[config.mk]
export PLATFORM = sky130hd
export DESIGN_NAME = dsa_job_sched
export DESIGN_NICKNAME = d
export VERILOG_FILES = /design/src/rtl/dsa_sched_pkg.sv /design/src/rtl/sched_wr_fifo.sv /design/src/rtl/dsa_job_sched.sv
export SDC_FILE = /design/constraint.sdc
export NUM_CORES = 2
export LEC_CHECK = 0
export CAP_MARGIN = 20
export CORE_MARGIN = 3
export CORE_UTILIZATION = 43
export DETAILED_ROUTE_END_ITERATION = 8
export SYNTH_ARGS = -nofsm -noshare
export SYNTH_HDL_FRONTEND = slang
export SYNTH_SLANG_ARGS = --single-unit
[constraint.sdc]
create_clock -name clk_50 -period 11 [get_ports clk_50]
set_input_delay 2.2 -clock clk_50 [delete_from_list [all_inputs] [get_ports clk_50]]
set_output_delay 2.2 -clock clk_50 [all_outputs]
set_load 0.03 [all_outputs]
[src/rtl/dsa_sched_pkg.sv]
// Shared types for the DSA job scheduler: FSM state encoding, error codes
// and the Q8.8 output-size helper.
package dsa_sched_pkg;

  typedef enum logic [2:0] {
    IDLE   = 3'd0,
    CHECK  = 3'd1,
    LAUNCH = 3'd2,
    RUN    = 3'd3,
    DRAIN  = 3'd4
  } sched_state_e;

  typedef enum logic [1:0] {
    ERR_OK   = 2'd0,
    ERR_CFG  = 2'd1,
    ERR_SIZE = 2'd2,
    ERR_TMO  = 2'd3
  } err_e;

  // Output dimension for a Q8.8 scale: 32-bit product, >>8, truncated to 16 bits.
  function automatic logic [15:0] scale_dim(input logic [15:0] dim, input logic [15:0] scale);
    logic [31:0] prod;
    prod = 32'(dim) * 32'(scale);
    return prod[23:8];
  endfunction

endpackage

[src/rtl/sched_wr_fifo.sv]
// Small synchronous FIFO buffering {addr, data} BRAM writes while a job runs.
// A push on a full FIFO is accepted when a pop happens in the same cycle.
module sched_wr_fifo #(
  parameter int DW    = 20,
  parameter int DEPTH = 4
) (
  input  logic          clk,
  input  logic          rst_n,
  input  logic          i_push,
  input  logic [DW-1:0] i_din,
  input  logic          i_pop,
  output logic [DW-1:0] o_dout,
  output logic          o_full,
  output logic          o_empty,
  output logic          o_last
);
  localparam int PW = $clog2(DEPTH);
  localparam logic [PW:0]   CNT_FULL = DEPTH[PW:0];
  localparam logic [PW:0]   CNT_ONE  = 1;
  localparam logic [PW-1:0] PTR_ONE  = 1;

  logic [DW-1:0] r_mem [DEPTH];
  logic [PW-1:0] r_wptr;
  logic [PW-1:0] r_rptr;
  logic [PW:0]   r_count;
  logic          w_do_push;
  logic          w_do_pop;

  assign o_full    = (r_count == CNT_FULL);
  assign o_empty   = (r_count == '0);
  assign o_last    = (r_count == CNT_ONE);
  assign w_do_pop  = i_pop && !o_empty;
  assign w_do_push = i_push && (!o_full || w_do_pop);
  assign o_dout    = r_mem[r_rptr];

  always_ff @(posedge clk) begin
    if (w_do_push) r_mem[r_wptr] <= i_din;
  end

  always_ff @(posedge clk or negedge rst_n) begin
    if (!rst_n) begin
      r_wptr  <= '0;
      r_rptr  <= '0;
      r_count <= '0;
    end else begin
      if (w_do_push) r_wptr <= r_wptr + PTR_ONE;
      if (w_do_pop)  r_rptr <= r_rptr + PTR_ONE;
      case ({w_do_push, w_do_pop})
        2'b10:   r_count <= r_count + CNT_ONE;
        2'b01:   r_count <= r_count - CNT_ONE;
        default: r_count <= r_count;
      endcase
    end
  end

endmodule

[src/rtl/dsa_job_sched.sv]
// Job controller for the bilinear core: start arbitration, config snapshot and
// validation, launch pulse, watchdog, status word and buffered BRAM write port.
module dsa_job_sched
  import dsa_sched_pkg::*;
#(
  parameter int AW         = 12,
  parameter int FIFO_DEPTH = 4,
  parameter int TIMEOUT_W  = 24
) (
  input  logic          clk_50,
  input  logic          rst_n,
  input  logic          start_jtag,
  input  logic          start_sw,
  input  logic [15:0]   cfg_in_w,
  input  logic [15:0]   cfg_in_h,
  input  logic [15:0]   cfg_scale_q88,
  output logic          core_start,
  output logic [15:0]   core_in_w,
  output logic [15:0]   core_in_h,
  output logic [15:0]   core_scale_q88,
  input  logic          core_done,
  input  logic [AW-1:0] jw_addr,
  input  logic [7:0]    jw_data,
  input  logic          jw_we,
  output logic [AW-1:0] mem_waddr,
  output logic [7:0]    mem_wdata,
  output logic          mem_we,
  output logic          st_busy,
  output logic          st_done,
  output logic [1:0]    st_err,
  output logic          st_drop,
  output logic [31:0]   st_cycles
);
  localparam int          FW        = AW + 8;
  localparam logic [31:0] MEM_BYTES = 32'd1 << AW;
  localparam logic [TIMEOUT_W-1:0] WDOG_ONE = 1;

  sched_state_e         r_state;
  logic [15:0]          r_in_w;
  logic [15:0]          r_in_h;
  logic [15:0]          r_scale;
  logic                 r_core_start;
  logic                 r_done;
  logic                 r_drop;
  err_e                 r_err;
  logic [31:0]          r_cycles;
  logic [TIMEOUT_W-1:0] r_wdog;
  logic                 r_fwd_we;
  logic [AW-1:0]        r_fwd_addr;
  logic [7:0]           r_fwd_data;

  logic                 w_start;
  logic                 w_buffering;
  logic                 w_push;
  logic                 w_pop;
  logic                 w_full;
  logic                 w_empty;
  logic                 w_last;
  logic [FW-1:0]        w_fifo_dout;
  logic [15:0]          w_out_w;
  logic [15:0]          w_out_h;
  logic                 w_cfg_bad;
  logic                 w_size_bad;
  logic [TIMEOUT_W-1:0] w_wdog_inc;
  logic                 w_drain_done;

  assign w_start     = start_jtag | start_sw;
  assign w_buffering = (r_state == LAUNCH) || (r_state == RUN) || (r_state == DRAIN);
  assign w_push      = jw_we && w_buffering;
  assign w_pop       = (r_state == DRAIN) && !w_empty;
  assign w_out_w     = scale_dim(r_in_w, r_scale);
  assign w_out_h     = scale_dim(r_in_h, r_scale);
  assign w_cfg_bad   = (r_in_w < 16'd2) || (r_in_h < 16'd2) || (r_scale == 16'd0) ||
                       (w_out_w == 16'd0) || (w_out_h == 16'd0);
  assign w_size_bad  = ((32'(r_in_w) * 32'(r_in_h)) > MEM_BYTES) ||
                       ((32'(w_out_w) * 32'(w_out_h)) > MEM_BYTES);
  assign w_wdog_inc  = r_wdog + WDOG_ONE;
  // DRAIN pops every cycle, so a single remaining entry leaves the FIFO empty.
  assign w_drain_done = !w_push && (w_empty || w_last);

  sched_wr_fifo #(
    .DW    (FW),
    .DEPTH (FIFO_DEPTH)
  ) u_wr_fifo (
    .clk     (clk_50),
    .rst_n   (rst_n),
    .i_push  (w_push),
    .i_din   ({jw_addr, jw_data}),
    .i_pop   (w_pop),
    .o_dout  (w_fifo_dout),
    .o_full  (w_full),
    .o_empty (w_empty),
    .o_last  (w_last)
  );

  always_ff @(posedge clk_50 or negedge rst_n) begin
    if (!rst_n) begin
      r_state      <= IDLE;
      r_in_w       <= '0;
      r_in_h       <= '0;
      r_scale      <= '0;
      r_core_start <= 1'b0;
      r_done       <= 1'b0;
      r_drop       <= 1'b0;
      r_err        <= ERR_OK;
      r_cycles     <= '0;
      r_wdog       <= '0;
      r_fwd_we     <= 1'b0;
      r_fwd_addr   <= '0;
      r_fwd_data   <= '0;
    end else begin
      r_core_start <= 1'b0;
      r_fwd_we     <= 1'b0;
      if ((r_state == IDLE) || (r_state == CHECK)) begin
        r_fwd_we   <= jw_we;
        r_fwd_addr <= jw_addr;
        r_fwd_data <= jw_data;
      end
      if (w_push && w_full && !w_pop) r_drop <= 1'b1;

      case (r_state)
        IDLE: begin
          if (w_start) begin
            r_in_w   <= cfg_in_w;
            r_in_h   <= cfg_in_h;
            r_scale  <= cfg_scale_q88;
            r_done   <= 1'b0;
            r_err    <= ERR_OK;
            r_drop   <= 1'b0;
            r_cycles <= '0;
            r_state  <= CHECK;
          end
        end
        CHECK: begin
          if (w_cfg_bad) begin
            r_err   <= ERR_CFG;
            r_state <= IDLE;
          end else if (w_size_bad) begin
            r_err   <= ERR_SIZE;
            r_state <= IDLE;
          end else begin
            r_core_start <= 1'b1;
            r_state      <= LAUNCH;
          end
        end
        LAUNCH: begin
          r_wdog  <= '0;
          r_state <= RUN;
        end
        RUN: begin
          if (r_cycles != '1) r_cycles <= r_cycles + 32'd1;
          // Timeout is only reported; the job keeps waiting for core_done.
          if (!(&r_wdog)) begin
            r_wdog <= w_wdog_inc;
            if (&w_wdog_inc) r_err <= ERR_TMO;
          end
          if (core_done) begin
            r_done  <= 1'b1;
            r_state <= DRAIN;
          end
        end
        DRAIN: begin
          if (w_drain_done) r_state <= IDLE;
        end
        default: r_state <= IDLE;
      endcase
    end
  end

  assign core_start     = r_core_start;
  assign core_in_w      = r_in_w;
  assign core_in_h      = r_in_h;
  assign core_scale_q88 = r_scale;
  assign st_busy        = (r_state != IDLE);
  assign st_done        = r_done;
  assign st_err         = r_err;
  assign st_drop        = r_drop;
  assign st_cycles      = r_cycles;
  assign mem_we         = r_fwd_we | w_pop;
  assign mem_waddr      = w_pop ? w_fifo_dout[FW-1:8] : r_fwd_addr;
  assign mem_wdata      = w_pop ? w_fifo_dout[7:0]    : r_fwd_data;

endmodule

==> summary.md <==
| Metric | Value |
|---|---|
| Worst hold path type | register to register |
| Routed wire length per instance | 18.5 um |
| Worst path required time | 11.44 ns |
| Clock buffer depth | 3 |
| Row count | 112 |
| Max-slew violation count | 0 |
| Largest area contributor in the netlist | fa_1 |
| Total Routing Usage GR | 23.5% |
| Number of synthesized register bits | 220 |
| Input/output buffers | 180 |
| TritonCTS clock tree | yes |
| YS warnings | 0 |
| Post-route ant nets | 0 |
| Vias | 31800 |
| Tcrit/Tclk final | 103% |
| Diodes inserted | 0 |
| Die height | 314 um |
| Die ar. | 98700 um^2 |
| HPWL after DPL | 92.8 mm |
| Proportion of layout cells with a drive suffix above 1 | 19.0% |
| Maxcap violations | 0 |
| Worst relative slew slack | 28.4% |
| Mux cell area share after synthesis | 3.79% |
| Max Clock Freq | 88.0 MHz |
| Core area | 93700 um^2 |
| Placer congestion estimate | 0.900 |
| Largest family of logic cells by synthesized area | adder cells |
| Setup CP Type | register to register |
| Failing checks | negative setup slack |
| Compound-Gate Fraction of Synth Area | 5.30% |
| First-pass GRT wire length | 185 mm |
| Top_reg_cell synth | dfrtp_1 |
| Final hold vios | 0 |
| Synth cell count leaders | 866 x inv_1, 722 x fa_1, 603 x nand2_1 |
| Crit path arrival time | 11.80 ns |
| Initial Util | 43.5% |
| Post-Route Skew | 0.0202 ns |
| Yosys top cell area share | 35.4% |
| Status | complete, but fails checks |
| Placed Cells incl. Taps | 6078 |
| Worst setup SP type | register |
| Via density | 5.14 |
| Setup ws final | -0.362 ns |
| Post-Synth Adder-Cell Area | 46.2% |
| Syn avg cell area | 9.28 um^2 |
| Skew-Pair Late Insertion Delay | 0.57 ns |
| Clk slew on worst S/H paths | 0.07 ns |
| Total wire length | 114 mm |
| # DRC | 0 |
| DRT Pass-1 Iters | 9 |
| Cts hold-fix bufs | 0 |
| Initial DRC count | 1847 |
| Post-synthesis cell type count | 83 |
| Post-Synth Simple-Gate Area | 16.8% |
| Grt total ovfl | 0 |
| Crit. End Element | register |
| Synth Net Count | 5546 |
| Cells after Synth | 4398 |
| Post-synthesis xor/xnor area fraction | 3.47% |
| Die W | 314 um |
| Most used cell, CP | fa_1 |
| Fin nets | 6060 |
| Layout Cells excl Fill | 6182 |
| Seq/Total Area, Yosys | 14.5% |
| Root buffer cell | clkbuf_16 |
| Post-synth ARST share | 63.6% |
| Number of synthesized flops with an enable pin | 80 |
| Cts bufs inserted | 23 |
| Final setup vio count | 4 |
| Vias in the first global route | 33200 |
| Top cells by area, synth | fa_1 35%, ha_1 11%, dfrtp_1 8.6% |
| Max FO, Critical Path | 5 |
| Initial antenna violation count | 1 |
| Clock Sink Count | 220 |
| Count leader, synth | inv_1 |
| Largest net degree at the start of global routing | 79 |
| RSZ-0062 raised after global routing | true |
| CP max stage delay | 0.55 ns |
| Layout area overhead | 21.9% |
| Tmin final | 11.36 ns |
| H-tree lvl count | 1 |
| I/O pin count | 181 |
| Area of the mapped netlist | 40800 um^2 |
| Worst path slowest cell | fa_1 |
| Worst slew pin tran | 1.07 ns |
stage by stage:
stage	hold WS [ns]	utilization (%)	cell area, um^2	worst slack [ns]	setup TNS, ns
2_1_floorplan	0.473	-	41500	-0.206	-0.289
5_1_grt	0.521	53.1	49800	-0.736	-2.58
4_1_cts	0.488	52.3	49000	-0.346	-1.03
3_5_place_dp	0.472	50.6	47400	-0.701	-2.39
6_report	0.484	53.1	49800	-0.362	-1.11
3_3_place_gp	0.464	50.6	47400	-0.613	-2.07
placed cells by master, fill, tap and decap left out, types with 17 or more instances in the layout:
master and count:
buf_4 468, nor3_1 18, clkbuf_16 24, a21oi_1 58
fa_1 702, a21o_1 27, nand4_1 36, nand2_2 19
ha_1 319, inv_2 24, fa_2 20, edfxtp_1 80
nor4_1 20, o21ai_0 70, dfrtp_2 37, ha_4 31
inv_1 842, nand3_1 42, dfrtp_1 103, and2_1 393
nor2_1 172, clkdlybuf4s50_1 179, nand2b_1 20, buf_12 20
a31oi_1 17, nand2_1 583, xnor2_1 91, mux2_2 91
xor2_1 53, mux4_2 20, buf_6 28, and3_1 18
state kept, by name, indices dropped and copies added (netlist names), 8 cells and up:
register and cells:
r_fwd_data 8, r_fwd_addr 12, r_wdog 24, core_in_h 16
core_in_w 16, u_wr_fifo.r_mem 80, core_scale_q88 16, st_cycles 32
what timing repair did:
| item | 4_1_cts | 5_1_grt |
|---|---|---|
| setup endpoints to repair | 4 | 4 |
| buffers inserted | 30 | 31 |
| gates resized for setup | 103 | 116 |
| gates cloned | 2 | 1 |
| pin swaps | 53 | 77 |
path summary, 6_finish.rpt:
| path | startpoint | end | slack, ns | cells after the start |
|---|---|---|---|---|
| worst max-delay path | core_scale_q88[4] | st_err[1] | -0.36 | 42 |
| worst min-delay path | u_wr_fifo.r_rptr[0] | u_wr_fifo.r_rptr[0] | 0.48 | 1 |
| worst max register to register | core_scale_q88[4] | st_err[1] | -0.36 | 42 |
| worst min register to register | u_wr_fifo.r_rptr[0] | u_wr_fifo.r_rptr[0] | 0.48 | 1 |
| max in group asynchronous | rst_n | r_wdog[22] | 7.89 | 2 |
| min in group asynchronous | rst_n | core_scale_q88[15] | 1.70 | 1 |
cell families (layout without fill, tap and decap cells):
kind of cell | count (synthesis) | in the layout
AND/OR/NAND/NOR | 1414 | 1414
multiplexers | 118 | 118
buffers and inverters | 1078 | 1607
XOR/XNOR | 161 | 162
AO/OA/AOI/OAI | 333 | 333
adder cells (fa/ha/maj) | 1074 | 1074
flip-flops | 220 | 220
routing by layer:
metal | vias to the layer above | part of all wire, % | routed length, um | track usage [%]
met2 | 859 | 47 | 53200 | 37.9
met3 | 128 | 5.8 | 6620 | 2.92
met1 | 16200 | 45 | 51900 | 34.3
met5 | - | 0.011 | 13 | 0
met4 | 2 | 2.1 | 2440 | 4.80
li1 | 14600 | - | - | -
final cells by class:
class	instances	area [um^2]
inverters	867	3250
flip-flops and latches	220	5950
multi-input cells	3101	32100
fillers	8564	44000
clock inverters	10	120
well taps	1254	1570
clock buffers	31	636
repair buffers	699	6090
worst max-delay path, delay by kind of cell (launching register included):
kind | cells | cell delay, ns
AOI/OAI and AO/OA | 8 | 1.63
xor gates and xnor gates | 1 | 0.21
adders and majority gates | 14 | 6.53
buffers and inverters | 9 | 0.64
DFF | 1 | 0.46
and+or+nand+nor | 10 | 1.76
Power is not shown: default switching activity piles up to over one toggle a cycle in this logic, so the estimate is an artifact.
